[config.mk]
export PLATFORM = sky130hd
export DESIGN_NAME = temp_scan_ctrl
export DESIGN_NICKNAME = d
export VERILOG_FILES = /design/src/rtl/temp_scan_ctrl.sv
export SDC_FILE = /design/constraint.sdc
export NUM_CORES = 1
export LEC_CHECK = 0
export ABC_AREA = 1
export ABC_CLOCK_PERIOD_IN_PS = 2400
export CAP_MARGIN = 10
export CELL_PAD_IN_SITES_DETAIL_PLACEMENT = 0
export CELL_PAD_IN_SITES_GLOBAL_PLACEMENT = 2
export CORE_ASPECT_RATIO = 0.5
export CORE_MARGIN = 8
export CORE_UTILIZATION = 28
export DETAILED_ROUTE_END_ITERATION = 6
export MAX_ROUTING_LAYER = met4
export PLACE_DENSITY = 0.89
export SLEW_MARGIN = 20
export SYNTH_ARGS = -nofsm -noshare
export SYNTH_HDL_FRONTEND = slang
export SYNTH_SLANG_ARGS = --single-unit
[constraint.sdc]
create_clock -name i_clk -period 2.4 [get_ports i_clk]
set_input_delay 0.72 -clock i_clk [delete_from_list [all_inputs] [get_ports i_clk]]
set_output_delay 0.72 -clock i_clk [all_outputs]
set_load 0.02 [all_outputs]
[src/rtl/temp_scan_ctrl.sv]
// Four-channel temperature scan controller: sequences the active-low channel select,
// captures each settled reading, then averages the scan and flags over-limit channels.
module temp_scan_ctrl #(
  parameter int SETTLE = 4
) (
  input  logic       i_clk,
  input  logic       i_rst_n,
  input  logic       i_start,
  input  logic       i_continuous,
  input  logic [9:0] i_hi_limit,
  input  logic [9:0] i_temp,
  output logic [3:0] o_select,
  output logic [9:0] o_temp0,
  output logic [9:0] o_temp1,
  output logic [9:0] o_temp2,
  output logic [9:0] o_temp3,
  output logic [9:0] o_avg,
  output logic [3:0] o_alarm,
  output logic       o_busy,
  output logic       o_done,
  output logic       o_valid
);

  typedef enum logic [2:0] {
    S_IDLE,
    S_SETTLE,
    S_CAPTURE,
    S_CALC,
    S_DONE
  } state_t;

  localparam logic [7:0] LP_CNT_LAST = 8'(SETTLE - 1);

  state_t      r_state;
  logic [1:0]  r_ch;
  logic [7:0]  r_cnt;
  logic [3:0]  r_select;
  logic [9:0]  r_temp [4];
  logic [9:0]  r_avg;
  logic [3:0]  r_alarm;
  logic        r_busy;
  logic        r_done;
  logic        r_valid;

  logic [1:0]  w_next_ch;
  logic [11:0] w_sum;

  assign w_next_ch = r_ch + 2'd1;
  assign w_sum     = {2'b00, r_temp[0]} + {2'b00, r_temp[1]}
                   + {2'b00, r_temp[2]} + {2'b00, r_temp[3]};

  always_ff @(posedge i_clk or negedge i_rst_n) begin
    if (!i_rst_n) begin
      r_state  <= S_IDLE;
      r_ch     <= 2'd0;
      r_cnt    <= 8'd0;
      r_select <= 4'b1111;
      for (int i = 0; i < 4; i++) r_temp[i] <= 10'd0;
      r_avg    <= 10'd0;
      r_alarm  <= 4'b0000;
      r_busy   <= 1'b0;
      r_done   <= 1'b0;
      r_valid  <= 1'b0;
    end else begin
      r_done <= 1'b0;
      unique case (r_state)
        S_IDLE: begin
          if (i_start) begin
            r_state  <= S_SETTLE;
            r_ch     <= 2'd0;
            r_cnt    <= 8'd0;
            r_select <= 4'b1110;
            r_busy   <= 1'b1;
          end
        end
        S_SETTLE: begin
          r_cnt <= r_cnt + 8'd1;
          if (r_cnt == LP_CNT_LAST) r_state <= S_CAPTURE;
        end
        S_CAPTURE: begin
          r_temp[r_ch]  <= i_temp;
          r_alarm[r_ch] <= (i_temp > i_hi_limit);
          if (r_ch != 2'd3) begin
            r_ch     <= w_next_ch;
            r_cnt    <= 8'd0;
            r_select <= ~(4'b0001 << w_next_ch);
            r_state  <= S_SETTLE;
          end else begin
            r_select <= 4'b1111;
            r_state  <= S_CALC;
          end
        end
        S_CALC: begin
          // Floor divide by four: drop the two LSBs of the 12-bit sum.
          r_avg   <= w_sum[11:2];
          r_done  <= 1'b1;
          r_valid <= 1'b1;
          r_state <= S_DONE;
        end
        S_DONE: begin
          if (i_continuous) begin
            r_state  <= S_SETTLE;
            r_ch     <= 2'd0;
            r_cnt    <= 8'd0;
            r_select <= 4'b1110;
          end else begin
            r_state <= S_IDLE;
            r_busy  <= 1'b0;
          end
        end
        default: begin
          r_state  <= S_IDLE;
          r_select <= 4'b1111;
          r_busy   <= 1'b0;
        end
      endcase
    end
  end

  assign o_select = r_select;
  assign o_temp0  = r_temp[0];
  assign o_temp1  = r_temp[1];
  assign o_temp2  = r_temp[2];
  assign o_temp3  = r_temp[3];
  assign o_avg    = r_avg;
  assign o_alarm  = r_alarm;
  assign o_busy   = r_busy;
  assign o_done   = r_done;
  assign o_valid  = r_valid;

endmodule

Word-level counts from Yosys, hierarchy flattened
Index checks and enable logic that the tools add are counted.
{"block": "word_totals", "inputBits": 24, "reg_bits": 74}
{"block": "classes", "muxes": 27, "eq_ne": 11, "n_shift": 1, "n_reduce_logical": 12, "n_bitwise": 4, "n_addsub": 5, "order_cmp": 5}
{"cell": "bitwise mux 40 bit", "count": 1}
{"cell": "one-hot mux 8 bit (4 select lines)", "count": 1}
{"cell": "2-to-1 mux 8 bit", "count": 3}
{"cell": "demux 10 bit (select 2 bit)", "count": 1}
{"cell": "one-hot mux 4 bit (4 select lines)", "count": 1}
{"cell": "one-hot mux 3 bit (5 select lines)", "count": 1}
{"cell": "adder 11 x 10 -> 12 bit", "count": 1}
{"cell": "adder 12 x 10 -> 12 bit", "count": 1}
{"cell": "2-to-1 mux 4 bit", "count": 3}
{"cell": "inequality test 2 bit (second input constant)", "count": 6}
{"cell": "adder 10 x 10 -> 11 bit", "count": 1}
{"cell": "greater-than comparator 10 bit", "count": 1}
{"cell": "2-to-1 mux 10 bit", "count": 1}
{"cell": "adder 8 x 1 -> 8 bit (second input constant)", "count": 1}
{"cell": "equality test 8 x 2 -> 1 bit (second input constant)", "count": 1}
{"cell": "2-to-1 mux 2 bit", "count": 4}
{"cell": "AND reduction 4 bit", "count": 2}
{"cell": "equality test 3 x 2 -> 1 bit (second input constant)", "count": 2}
{"cell": "2-to-1 mux 3 bit", "count": 2}
{"cell": "one-hot mux 2 bit (3 select lines)", "count": 1}
{"cell": "AND reduction 3 bit", "count": 2}
{"cell": "2-to-1 mux 1 bit", "count": 5}
{"cell": "bitwise mux 4 bit", "count": 1}
{"cell": "inverter 4 bit", "count": 1}
{"cell": "19 further kinds", "count": 21}

Logic depth before layout (Yosys ltp)
{"block": "logic_depth", "depth_word": 6, "mapped_depth": 15, "depth_no_buf": 15}

Worst setup path before layout
OpenSTA, ideal clock, no wires.
{"block": "synth_path", "path_type": "reg2reg", "startpoint": "register r_temp, in the netlist o_temp0[1]", "endpoint": "register r_avg[5] (netlist: o_avg[5])", "arrival_time_ns": 2.682, "required_ns": 2.283, "setup_time_ns": 0.117, "setup_slack_ns": -0.400, "path_stages_with_launch": 15, "n_path_buf": 0, "cell_sequence": "dfrtp_1 -> inv_1 -> fa_1 -> fa_1 -> nor2_1 -> inv_1 -> fa_1 -> inv_1 -> nand3_1 -> nand2_1 -> nand3_1 -> nand2_1 -> nand2_1 -> nand3_1 -> nand2_1"}
{"block": "synth_via", "elab_chain_len": 3}
{"item": "from (decl)", "line": "38", "source": "logic [9:0] r_temp [4];"}
{"item": "from (signal, indexed assignment)", "line": "81", "source": "r_temp[r_ch] <= i_temp;"}
{"item": "adder 10 x 10 -> 11 bit", "line": "49", "source": "assign w_sum = {2'b00, r_temp[0]} + {2'b00, r_temp[1]}"}
{"item": "adder 11 x 10 -> 12 bit", "line": "50", "source": "+ {2'b00, r_temp[2]} + {2'b00, r_temp[3]};"}
{"item": "adder 12 x 10 -> 12 bit", "line": "50"}
{"item": "to (signal assigned)", "line": "95", "source": "r_avg <= w_sum[11:2];"}
{"item": "to (decl)", "line": "39", "source": "logic [9:0] r_avg;"}
Every way passes these cells.
A chain may end at the register's enable or synchronous reset.

Final worst setup path
{"block": "layout_path", "startpoint": "register r_temp, in the netlist o_temp0[1]", "endpoint": "register r_avg[3] (netlist: o_avg[3])"}
Same word-level chain as after synthesis.

==> metrics.md <==
| Metric | Value |
|---|---|
| FF+latch area | 1890 µm² |
| Vias in the first global route | 4005 |
| Post-synth ARST share | 1.00 |
| Ports | 85 |
| Largest cells by area after synthesis | dfrtp_1 (40%), nand2_1 (11%), fa_1 (9.1%) |
| Critical Path Max Stage Delay | 0.57 ns |
| Iter 0 DRT Violations | 198 |
| Layout area overhead | 46.0% |
| Critical Setup Path Class | flop to flop |
| Worst Setup Start Kind | flop |
| Worst-path fanout max | 3 |
| DP Area | 5930 µm² |
| Placer Congestion | 0.794 |
| Final hold vios | 0 |
| Vias | 3698 |
| Total global routing overflow | 0 |
| Chip height | roughly 100 µm |
| Critical Path RT | 2.60 ns |
| CTS tree | done |
| Post-route ant nets | 0 |
| Initial cell density of the core | 0.285 |
| Die Wd | 193 µm |
| GRT Total Usage | 0.128 |
| Slowest cell on crit path | fa_1 |
| Clock Tree Buf Depth | 2 |
| Vias per std cell | 4.24 |
| Inst Count DP | 851 |
| Post-synth EDFFs | 0 |
| Hpwl dp | 9.07 mm |
| Layout fillers | 1557 |
| Max-Cap Viols | 0 |
| H-tree depth | 3 |
| Main flop type after synthesis | dfrtp_1 |
| Count of cell types in the netlist | 32 |
| Hold Crit Class | input pin to asynchronous set/reset pin |
| Synth Register Bits | 74 |
| Synthesized Nets | between 500 and 600 |
| RSZ-0062 raised after global routing | true |
| Largest net degree at the start of global routing | slightly above 40 |
| # rows | 32 |
| Area occupied by multi-input gates | 2250 µm² |
| Critical Path End Type | flop |
| Worst path top cell family by delay | adder cells |
| Max-Slew Margin vs Limit | 0.484 |
| Antenna violations before repair | 0 |
| Fin nets | 735 |
| Fin crit share | 1.07 |
| Clk_skew | 0.00755 ns |
| Ant. Diodes | 0 |
| Finished Cell Area | 6400 µm² |
| Final critical-path setup slack | -0.160 ns |
| Core Area | about 15000 µm² |
| Arrival time at the worst endpoint | between 2 and 3 ns |
| Final WL | roughly 12 mm |
| # port buffers | 84 |
| Post-synth top area cell | dfrtp_1 |
| DRC | 0 |
| Skew-Pair Late Insertion Delay | 0.33 ns |
| CTS clk-pin slew, worst paths | 0.06 ns |
| Reg2Reg Depth | 12 |
| Final setup viols | 9 |
| Top-area cell type share of the netlist area | 0.399 |
| Sequential fraction of the synthesis area | 0.423 |
| Layout cells sized above 1 | 0.235 |
| Slew @ Worst Pin | 0.771 ns |
| Bufs and invs on worst path | 4 |
| Yosys warnings | 0 |
| Synthesized area per cell | 8.37 µm² |
| Clock root cell | clkbuf_16 |
| Wire per inst | 13.4 µm |
| First-pass GRT wire length | around 20 mm |
| Clk sinks | 74 |
| Fmax | between 300 and 400 MHz |
| Cell count after synthesis | roughly 520 |
| Post-route insts no fill | 872 |
| DRT Pass-1 Iters | 4 |
| Outcome | complete, but fails checks |
| Period minus WS final | 2.56 ns |
| WP depth | 12 |
| Failing checks | setup timing |
| CTS Buf Count | 9 |
| Final count of pins violating max slew | 0 |
| Post-Syn Area | 4390 µm² |
| CP Cell Sequence | inv_2 > fa_1 > fa_1 > nor2_2 > inv_1 > fa_2 > inv_2 > nand3_2 > nand2_2 > buf_4 > xnor2_2 > o21ai_1 |
| Die footprint | 20200 µm² |
==> flip-flops by register name, indices dropped and copies added, names as in the netlist, 3 cells and up <==
name	flops
o_avg	10
o_temp0	10
o_temp1	10
o_temp2	10
o_temp3	10
r_cnt	8
o_alarm	4
o_select	4
r_state	3
==> Yosys cell counts (2+ instances only) <==
library cell,instances
nand2_1,131
inv_1,105
dfrtp_1,70
o21ai_0,52
nand3_1,33
ha_1,28
fa_1,20
nor2_1,19
a21oi_1,10
nand4_1,7
buf_2,5
or2_2,5
a22oi_1,4
dfstp_2,4
nand2_2,4
clkbuf_2,3
nor2_2,3
inv_2,2
nand3b_1,2
nor2_4,2
nor3_1,2
o21ai_1,2
xnor2_1,2
==> area by class of cell <==
| type | count | area share |
|---|---|---|
| clock buffers | 11 | 0.0379 |
| flip-flops and latches | 74 | 0.295 |
| clock inverters | 5 | 0.0160 |
| well taps | 204 | 0.0399 |
| inverters | 108 | 0.0637 |
| multi-input cells | 333 | 0.352 |
| repair buffers | 137 | 0.196 |
==> worst paths after layout <==
| path | from | endpoint | slack [ns] |
|---|---|---|---|
| worst max-delay path | o_temp0[1] | o_avg[3] | -0.16 |
| worst min-delay path | i_rst_n | o_temp1[2] | 0.37 |
| worst max register to register | o_temp0[1] | o_avg[3] | -0.16 |
| worst min register to register | o_select[1] | o_select[1] | 0.47 |
| max in group asynchronous | i_rst_n | o_select[3] | 1.39 |
| min in group i_clk | o_select[1] | o_select[1] | 0.47 |
==> timing repair <==
item / in CTS / in global routing
setup endpoints to repair: 9 / 10
resized for setup: 23 / 4
pin swaps: 22 / 2
hold buffers: 0 / 0
setup buffers: 3 / 3
endpoints found under the hold margin: 0 / 0
==> layer usage <==
metal / wire length (µm) / GRT usage / vias to the layer above
li1: - / - / 1904
met1: 5420 / 0.150 / 1739
met2: 5900 / 0.223 / 42
met3: 249 / 0.0244 / 13
met4: 141 / 0.0333 / 0
met5: 0 / - / -
==> placed cells by master, fill, tap and decap left out, types with 5 or more instances in the layout <==
cell type	n
nand2_1	126
inv_2	15
nor2_1	15
inv_1	92
nand3_1	29
buf_4	51
ha_1	21
clkdlybuf4s50_1	83
fa_1	18
dfrtp_2	25
clkbuf_16	9
ha_4	7
nand4_1	7
nor2_2	7
nand3_2	5
o21ai_0	50
nand2_2	8
a21oi_1	7
dfrtp_1	45
==> cells by family (layout without fill, tap and decap cells) <==
group	count (synthesis)	after routing	share of synthesized area
flip-flops	74	74	0.423
buffers and inverters	117	261	0.105
XOR/XNOR	3	3	0.00599
AO/OA/AOI/OAI	71	71	0.0850
AND/OR/NAND/NOR	211	211	0.210
adder cells (fa/ha/maj)	48	48	0.171
==> per-stage QoR <==
stage                util  TNS (ns)  hold WS (ns)  setup WS [ns]
floorplan               -    -0.541         0.424         -0.160
global placement    0.386    -0.827         0.453         -0.171
detailed placement  0.386    -0.924         0.467         -0.180
global route        0.417     -2.46         0.419         -0.347
CTS                 0.414     -1.15         0.388         -0.183
finish              0.417     -1.11         0.367         -0.160
Power of run 1 is left out: the tool's default activity adds up to more than one toggle a clock period on the data nets, which glitch-free logic cannot reach.
